--- config.mk ---
export PLATFORM = sky130hd
export DESIGN_NAME = mips_pipe_muldiv
export DESIGN_NICKNAME = d
export VERILOG_FILES = /design/src/rtl/mips_pkg.sv /design/src/rtl/mips_muldiv_step.sv /design/src/rtl/mips_pipe_muldiv.sv
export SDC_FILE = /design/constraint.sdc
export NUM_CORES = 1
export LEC_CHECK = 0
export CAP_MARGIN = 20
export CORE_MARGIN = 2
export CORE_UTILIZATION = 43
export CTS_BUF_LIST = sky130_fd_sc_hd__clkbuf_8
export DETAILED_ROUTE_END_ITERATION = 10
export GPL_ROUTABILITY_DRIVEN = 1
export SYNTH_ARGS = -nofsm -noshare
export SYNTH_HDL_FRONTEND = slang
export SYNTH_SLANG_ARGS = --single-unit
--- constraint.sdc ---
create_clock -name clock -period 3.7 [get_ports clock]
set_input_delay 0.37 -clock clock [delete_from_list [all_inputs] [get_ports clock]]
set_output_delay 0.37 -clock clock [all_outputs]
set_load 0.02 [all_outputs]
--- src/rtl/mips_pkg.sv ---
// Shared MIPS decode constants and the multiply/divide engine state encoding.
package mips_pkg;

    localparam logic [5:0] OP_SPECIAL = 6'b000000;

    localparam logic [5:0] FN_MFHI  = 6'b010000;
    localparam logic [5:0] FN_MTHI  = 6'b010001;
    localparam logic [5:0] FN_MFLO  = 6'b010010;
    localparam logic [5:0] FN_MTLO  = 6'b010011;
    localparam logic [5:0] FN_MULT  = 6'b011000;
    localparam logic [5:0] FN_MULTU = 6'b011001;
    localparam logic [5:0] FN_DIV   = 6'b011010;
    localparam logic [5:0] FN_DIVU  = 6'b011011;

    typedef enum logic [1:0] {IDLE, MUL, DIV, FIX} md_state_t;

    // MULT and DIV have bit 0 clear; MULTU and DIVU set it.
    function automatic logic fn_is_signed(input logic [5:0] fn);
        return ~fn[0];
    endfunction

endpackage

--- src/rtl/mips_muldiv_step.sv ---
// One engine iteration: STEP shift-add multiply steps or STEP restoring divide steps.
// Divide keeps {remainder, quotient/dividend} in acc; quotient bits enter at the bottom.
module mips_muldiv_step
    import mips_pkg::*;
#(
    parameter int W    = 32,
    parameter int STEP = 1
) (
    input  logic           div,
    input  logic [2*W-1:0] acc,
    input  logic [W-1:0]   opnd,
    output logic [2*W-1:0] acc_next
);

    logic [2*W-1:0] a_v;
    logic [W:0]     sum_v;
    logic [W:0]     shl_v;
    logic [W:0]     diff_v;
    logic           ge_v;

    always_comb begin
        a_v    = acc;
        sum_v  = '0;
        shl_v  = '0;
        diff_v = '0;
        ge_v   = 1'b0;
        for (int i = 0; i < STEP; i++) begin
            // Multiply: low half holds the unconsumed multiplier, product shifts in from the top.
            sum_v  = {1'b0, a_v[2*W-1:W]} + (a_v[0] ? {1'b0, opnd} : '0);
            shl_v  = {a_v[2*W-1:W], a_v[W-1]};
            ge_v   = shl_v >= {1'b0, opnd};
            diff_v = shl_v - {1'b0, opnd};
            if (div)
                a_v = {(ge_v ? diff_v[W-1:0] : shl_v[W-1:0]), a_v[W-2:0], ge_v};
            else
                a_v = {sum_v, a_v[W-1:1]};
        end
        acc_next = a_v;
    end

endmodule

--- src/rtl/mips_pipe_muldiv.sv ---
// Iterative multiply/divide pipe owning HI/LO, with an interlock for HI/LO moves while busy.
// Optional early-out multiply when MIPS_MULDIV_EARLY_EN is defined.
module mips_pipe_muldiv
    import mips_pkg::*;
#(
    parameter int W    = 32,
    parameter int STEP = 1
) (
    input  logic         clock,
    input  logic         reset,
    input  logic [31:0]  op,
    input  logic [31:0]  next,
    input  logic [W-1:0] S,
    input  logic [W-1:0] T,
    output logic [W-1:0] result,
    output logic [4:0]   target,
    output logic         busy,
    output logic         stall
);

    localparam int N  = W / STEP;
    localparam int CW = $clog2(N + 1);

    md_state_t      state_reg;
    logic [W-1:0]   hi_reg, lo_reg, opnd_reg, result_reg;
    logic [4:0]     target_reg;
    logic [2*W-1:0] acc_reg, acc_next, fix_val;
    logic [CW-1:0]  count_reg;
    logic           div_reg, neg_lo_reg, neg_hi_reg;
`ifdef MIPS_MULDIV_EARLY_EN
    logic [W-1:0]   mplier_reg;
`endif

    logic [5:0]   fn;
    logic         special, is_mf, is_mt, is_start, is_div, is_signed;
    logic         s_neg, t_neg, take_mf, take_mt;
    logic [W-1:0] s_mag, t_mag;
    logic         unused_ok;

    assign fn        = op[5:0];
    assign special   = (op[31:26] == OP_SPECIAL);
    assign is_mf     = special & ((fn == FN_MFHI) | (fn == FN_MFLO));
    assign is_mt     = special & ((fn == FN_MTHI) | (fn == FN_MTLO));
    assign is_start  = special & ((fn == FN_MULT) | (fn == FN_MULTU) | (fn == FN_DIV) | (fn == FN_DIVU));
    assign is_div    = fn[1];
    assign is_signed = fn_is_signed(fn);
    assign s_neg     = is_signed & S[W-1];
    assign t_neg     = is_signed & T[W-1];
    assign s_mag     = s_neg ? -S : S;
    assign t_mag     = t_neg ? -T : T;

    assign busy    = (state_reg != IDLE);
    assign stall   = busy & (is_mf | is_mt);
    assign take_mf = is_mf & ~busy;
    assign take_mt = is_mt & ~busy;

    assign unused_ok = ^{next, op[25:16], op[10:6]};

    mips_muldiv_step #(.W(W), .STEP(STEP)) u_step (
        .div      (div_reg),
        .acc      (acc_reg),
        .opnd     (opnd_reg),
        .acc_next (acc_next)
    );

    // Products negate as a whole; quotient and remainder carry independent signs.
    always_comb begin
        if (div_reg)
            fix_val = {(neg_hi_reg ? -acc_reg[2*W-1:W] : acc_reg[2*W-1:W]),
                       (neg_lo_reg ? -acc_reg[W-1:0]   : acc_reg[W-1:0])};
        else
            fix_val = neg_lo_reg ? -acc_reg : acc_reg;
    end

    always_ff @(posedge clock or negedge reset) begin
        if (!reset) begin
            state_reg  <= IDLE;
            hi_reg     <= '0;
            lo_reg     <= '0;
            result_reg <= '0;
            target_reg <= '0;
            acc_reg    <= '0;
            opnd_reg   <= '0;
            count_reg  <= '0;
            div_reg    <= 1'b0;
            neg_lo_reg <= 1'b0;
            neg_hi_reg <= 1'b0;
`ifdef MIPS_MULDIV_EARLY_EN
            mplier_reg <= '0;
`endif
        end else begin
            result_reg <= '0;
            target_reg <= '0;
            if (take_mf) begin
                result_reg <= (fn == FN_MFHI) ? hi_reg : lo_reg;
                target_reg <= op[15:11];
            end
            if (take_mt) begin
                if (fn == FN_MTHI) hi_reg <= S;
                else               lo_reg <= S;
            end
            if (state_reg == FIX)
                {hi_reg, lo_reg} <= fix_val;

            // A new start always wins over the running operation, including in FIX.
            if (is_start) begin
                div_reg    <= is_div;
                acc_reg    <= {{W{1'b0}}, (is_div ? s_mag : t_mag)};
                opnd_reg   <= is_div ? t_mag : s_mag;
                neg_lo_reg <= is_div ? ((s_neg ^ t_neg) & (T != '0)) : (s_neg ^ t_neg);
                neg_hi_reg <= s_neg;
                count_reg  <= CW'(N - 1);
                state_reg  <= is_div ? DIV : MUL;
`ifdef MIPS_MULDIV_EARLY_EN
                mplier_reg <= t_mag;
`endif
            end else begin
                case (state_reg)
                    MUL: begin
`ifdef MIPS_MULDIV_EARLY_EN
                        if (mplier_reg == '0) begin
                            acc_reg   <= acc_reg >> ((int'(count_reg) + 1) * STEP);
                            state_reg <= FIX;
                        end else begin
                            acc_reg    <= acc_next;
                            mplier_reg <= mplier_reg >> STEP;
                            if (count_reg == '0) state_reg <= FIX;
                            else                 count_reg <= count_reg - 1'b1;
                        end
`else
                        acc_reg <= acc_next;
                        if (count_reg == '0) state_reg <= FIX;
                        else                 count_reg <= count_reg - 1'b1;
`endif
                    end
                    DIV: begin
                        acc_reg <= acc_next;
                        if (count_reg == '0) state_reg <= FIX;
                        else                 count_reg <= count_reg - 1'b1;
                    end
                    FIX:     state_reg <= IDLE;
                    default: state_reg <= IDLE;
                endcase
            end
        end
    end

    assign result = result_reg;
    assign target = target_reg;

endmodule
==> results of run 1 <==
-- per-stage QoR --
stage / area, sq um / utilization [%] / hold slack (ps)
floorplan: 17100 / - / 74.4
global placement: 19100 / 49.2 / 466
detailed placement: 19100 / 49.2 / 468
CTS: 20000 / 51.3 / 283
global route: 20000 / 51.3 / 340
finish: 20000 / 51.3 / 322
-- critical path: cells and delay by family (launching register included) --
family	cells	cell delay [ps]
flops	1	460
xor+xnor	1	130
compound gates	8	1940
simple gates	1	80
fa+ha+maj	1	350
buf+inv	2	330
-- cell type report --
cell class,instances,area share [%]
clock inverter,20,0.489
timing repair buffer,210,9.61
sequential,208,26.1
tap,518,3.25
multi-input combinational,1719,55.8
inverter,65,1.22
clock buffer,51,3.52
-- cell families (layout without fill, tap and decap cells) --
kind of cell / Yosys count / in the layout / share of synthesized area, %
simple gates: 694 / 694 / 19.8
compound gates: 665 / 665 / 24.1
flops: 208 / 208 / 30.5
buf+inv: 192 / 346 / 4.44
xor+xnor: 171 / 171 / 8.78
mux: 115 / 115 / 6.85
fa+ha+maj: 74 / 74 / 5.52
-- final timing paths --
kind	slack (ps)	to	startpoint	cells after the start
min	320	acc_reg[18]	op[1]	4
min reg2reg	490	opnd_reg[8]	opnd_reg[8]	2
min in group asynchronous	430	result[5]	reset	2
max reg2reg	230	acc_reg[55]	acc_reg[0]	13
max in group asynchronous	2280	div_reg	reset	3
max	230	acc_reg[55]	acc_reg[0]	13
-- synthesized netlist by cell type (13+ instances only) --
master / number
nor3_1: 36
o21ai_1: 13
nor2b_1: 17
o211ai_1: 44
a31oi_1: 20
buf_1: 15
o31ai_1: 17
and2_1: 19
ha_1: 72
nor2_1: 149
o221ai_1: 22
o21a_1: 17
a211oi_1: 15
dfrtp_1: 208
mux2i_1: 101
xor2_1: 62
o21ai_0: 222
and3_1: 22
or3_1: 15
a21oi_1: 176
xnor2_1: 109
nor4_1: 17
inv_1: 65
clkbuf_1: 97
nand2_1: 310
nand2b_1: 15
a21o_1: 31
nand3_1: 24
-- what timing repair did --
action / CTS / global route
gates resized for setup: 0 / 6
setup endpoints to repair: 0 / 7
hold buffers: 1 / 0
endpoints found under the hold margin: 89 / 0
-- power by group --
part / switching, mW / total (mW) / internal, mW
registers: 0.596 / 3.25 / 2.66
logic: 3.56 / 6.15 / 2.60
clock network: 1.07 / 2.31 / 1.24
-- metal layers --
| layer | track usage [%] | vias up | part of all wire, % |
|---|---|---|---|
| met1 | 40.6 | 7973 | 46 |
| met4 | 7.17 | 0 | 2.2 |
| met2 | 44.1 | 630 | 45 |
| met3 | 2.97 | 87 | 6.6 |
| met5 | 0 | - | 0 |
| li1 | - | 7864 | - |
==> results.yml, run 1 <==
synth:
  synth_flop_cell: "dfrtp_1"
  synth-edff-count: 0
  async_flop_share_pct: 100
  yosysTopAreaCell: "dfrtp_1"
  yosysSeqAreaShare_pct: 30.5
  ys_seq_elements: 208
  yosysUniqueCellTypes: 95
  yosys_warnings: 0
  syn_area_sq_mm: 0.0171
  syn-num-nets: 2323
  syn_avg_cell_area_sq_um: 8.05
  yosys-top-cells-area: "dfrtp_1 (31%), nand2_1 (6.8%), o21ai_0 (6.5%)"
  synth_top_area_share_pct: 30.5
  syn_inst: 2119
clock_network:
  cts_buffers: 40
  cts-root-buf: "clkbuf_8"
  clk_pin_slew_ps: 70
  cts_max_level: 2
  cts_sinks: 208
  post_cts_buffers: 0
  clock_path_buffers: 3
  tritoncts: "yes"
  clk_latency_ps: 580
finish:
  fillers: 3792
  multiInputGateArea_sq_mm: 0.0111
  stdcell_count: 2791
  area_growth_pct: 17.0
  regArea_sq_mm: 0.00521
  largest_reg_flops: 64
  final_cell_mix: "nand2_1 (310), o21ai_0 (221), dfrtp_1 (207), a21oi_1 (176), nor2_1 (149)"
  layout_commonest_cell: "nand2_1"
  layout.nets: 2448
  drive_above_1_share_pct: 9.06
  diodes: 0
status:
  status: "completed"
placement:
  dp_hpwl_um: 43600
  port_buffers: 121
  dp_slack_ps: 217
  gp_congestion: 0.942
  placed_cells: 2719
detailed_routing:
  detail_route.wl_per_cell_um: 20.8
  totalWireLength_um: 58200
  drt_iter0_drc: 1280
  remaining_drc_errors: 0
  antenna_left: 0
  route.vias.total: 16554
  drtPass1Iterations: 6
  via_per_inst: 5.93
floorplanning:
  initial_core_util_pct: 43.8
  rows: 72
  dieHeight_um: 203
  dieArea_sq_mm: 0.0413
  fp.dieW_um: 203
  pin_count: 169
  core_sq_mm: 0.0389
min_path:
  hp-class: "input pin to flop"
sta:
  min_period_ps: 3470
  setup_viol: 0
  setup_tns_ps: 0
  hold_viol: 0
  finalWorstSetupSlack_ps: 234
  rsz0062_at_grt: "false"
  finalCritPeriodShare_pct: 93.7
  fmax_mhz: 289
  worst_pin_slew_ps: 1010
  relSlewSlack_pct: 32.6
  skew_ps: 31.1
  timing.final.max_slew_violations: 0
global_routing:
  grt_pass1_wl_um: 90500
  antenna_found_initial: 0
  grt-ovfl-total: 0
  grt_max_degree: 94
  first_global_vias: 15517
  grt_usage_pct: 27.9
pwr:
  ir_worst_vdd_mv: 0.249
  p_leak_nw: 8.47
  powerDensity_mw_per_mm2: 587
  total_power_mw: 11.7
setup_path:
  crit_path_max_fanout: 33
  crit_arrival_ps: 3900
  crit_type: "flop to flop"
  crit_required_ps: 4130
  cp-end-kind: "flop"
  path_cells: "inv_1 > buf_12 > nor2_1 > ha_1 > a211oi_1 > o21bai_1 > a22o_1 > a21o_1 > a31oi_1 > a21boi_2 > o41a_1 > xnor2_1 > o311ai_0"
  slowest_delay_ps: 460
  startpoint_type: "flop"
  slowest_stage: "dfrtp_1"
flow_run:
  max_cap_violations: 0
Note: power is estimated with default switching activity, not from simulation.
==> inputs of run 2 (changes only) <==
--- a/config.mk
+++ b/config.mk
@@ -10,7 +10,8 @@
 export CORE_UTILIZATION = 43
 export CTS_BUF_LIST = sky130_fd_sc_hd__clkbuf_8
 export DETAILED_ROUTE_END_ITERATION = 10
-export GPL_ROUTABILITY_DRIVEN = 1
+export GPL_ROUTABILITY_DRIVEN = 0
+export REMOVE_ABC_BUFFERS = 1
 export SYNTH_ARGS = -nofsm -noshare
 export SYNTH_HDL_FRONTEND = slang
 export SYNTH_SLANG_ARGS = --single-unit
==> results.yml, run 2 (synthesis results as in run 1) <==
status:
  status: "completed"
detailed_routing:
  route.vias.total: 16487
  drtPass1Iterations: 7
  drt_iter0_drc: 1428
  wl_met3_um: 4140
  detail_route.wl_per_cell_um: 20.6
  remaining_drc_errors: 0
  met2_length_um: 25500
  antenna_left: 0
  via_per_inst: 5.91
  top_layer: "met5"
  met1_length_um: 25900
  totalWireLength_um: 57300
sta:
  finalWorstSetupSlack_ps: 239
  timing.final.max_slew_violations: 0
  hold_viol: 0
  skew_ps: 21.4
  worst_pin_slew_ps: 923
  setup_tns_ps: 0
  min_period_ps: 3460
  rsz0062_at_grt: "false"
  finalCritPeriodShare_pct: 93.5
  setup_viol: 0
  relSlewSlack_pct: 38.2
  fmax_mhz: 289
clock_network:
  tritoncts: "yes"
  post_cts_buffers: 0
  cts-root-buf: "clkbuf_8"
  clock_path_buffers: 3
  cts_max_level: 2
  clk_latency_ps: 570
  cts_buffers: 40
  clk_pin_slew_ps: 60
  cts_sinks: 208
pwr:
  powerDensity_mw_per_mm2: 584
  p_leak_nw: 8.47
  ir_worst_vdd_mv: 0.282
global_routing:
  first_global_vias: 15912
  grt_max_degree: 83
  grt_usage_pct: 27.8
  antenna_found_initial: 3
  grt_pass1_wl_um: 90300
  grt-ovfl-total: 0
floorplanning:
  core_sq_mm: 0.0389
  pin_count: 169
  dieHeight_um: 203
  initial_core_util_pct: 43.8
  rows: 72
  dieArea_sq_mm: 0.0413
  fp.dieW_um: 203
setup_path:
  crit_start: "acc_reg[0]"
  cp_top_family: "compound AO/OA/AOI/OAI gates"
  startpoint_type: "flop"
  slowest_delay_ps: 460
  crit_path_max_fanout: 16
  path_cells: "inv_1 > buf_4 > nor2_1 > ha_1 > a211oi_1 > o21bai_1 > a22o_1 > a21o_1 > a31oi_1 > a21boi_2 > o41a_1 > xnor2_1 > o311ai_0"
  cp-end-kind: "flop"
  r2r_start: "acc_reg[0]"
  crit_type: "flop to flop"
  crit_required_ps: 4150
  crit_arrival_ps: 3910
  crit_buf_inv: 2
  slowest_stage: "dfrtp_1"
finish:
  area_growth_pct: 17.1
  fillers: 3804
  regArea_sq_mm: 0.00521
  multiInputGateArea_sq_mm: 0.0111
  layout.nets: 2442
  finalCoreUtilization_pct: 51.3
  largest_reg_flops: 64
  layout_commonest_cell: "nand2_1"
  fin_area_sq_mm: 0.0200
  final_cell_mix: "nand2_1 (310), o21ai_0 (222), dfrtp_1 (207), a21oi_1 (176), nor2_1 (149)"
  drive_above_1_share_pct: 8.77
placement:
  dp_slack_ps: 257
  dpl_cell_area_sq_mm: 0.0191
  dp_hpwl_um: 42900
  port_buffers: 121
min_path:
  hp-class: "input pin to flop"
  hp-start: "op[1]"
flow_run:
  max_cap_violations: 0
run 2: cell count changes in the layout (fill, tap and decap cells not counted), sizes merged:
cell	change
bufinv	+3
diode	+2
clkinvlp	-1
buf	-6
clkbuf	-1
run 2: power by group:
| group | internal [mW] | total, mW | switching [mW] |
|---|---|---|---|
| clock network | 1.43 | 2.50 | 1.07 |
| registers | 2.66 | 3.28 | 0.618 |
| logic | 2.54 | 5.89 | 3.36 |
run 2: stage by stage:
| step | hold slack (ps) | total power, mW | instances |
|---|---|---|---|
| after floorplan | 74.4 | 7.18 | 1992 |
| after global routing | 291 | 12.5 | 2787 |
| final | 293 | 11.7 | 2788 |
| after global placement | 394 | 8.98 | 2713 |
| after CTS | 245 | 11.6 | 2786 |
| after detailed placement | 389 | 9.05 | 2713 |
run 2: per-layer routing:
layer / GRT usage [%] / vias up
li1: - / 7852
met1: 39.4 / 7914
met2: 43.9 / 605
met3: 3.56 / 114
met4: 9.20 / 2
met5: 0 / -
run 2: final timing paths:
check | end | cells after the start | slack, ps
worst min register to register | opnd_reg[2] | 2 | 480
worst min-delay path | acc_reg[30] | 4 | 290
worst max register to register | acc_reg[55] | 13 | 240
worst max-delay path | acc_reg[55] | 13 | 240
max in group asynchronous | div_reg | 3 | 2360
min in group asynchronous | opnd_reg[7] | 2 | 370
run 2: worst reg2reg max path: cells and delay by family, from the launching register on:
family,cells,cell delay (ps)
simple gates,1,80
flops,1,460
compound gates,8,1940
fa+ha+maj,1,350
buf+inv,2,350
xor+xnor,1,160
run 2: what timing repair did:
item / 4_1_cts / 5_1_grt
hold buffers: 1 / 0
hold endpoints to repair: 77 / 0
resized for setup: 0 / 1
endpoints found under the setup margin: 0 / 2
run 2: cell type report:
type                    count  share of cell area (%)
diodes                      2                  0.0251
clock buffers              50                    3.44
clock inverters            22                   0.864
inverters                  65                    1.22
multi-input cells        1719                    55.7
flip-flops and latches    208                    26.1
well taps                 518                    3.24
repair buffers            204                    9.38
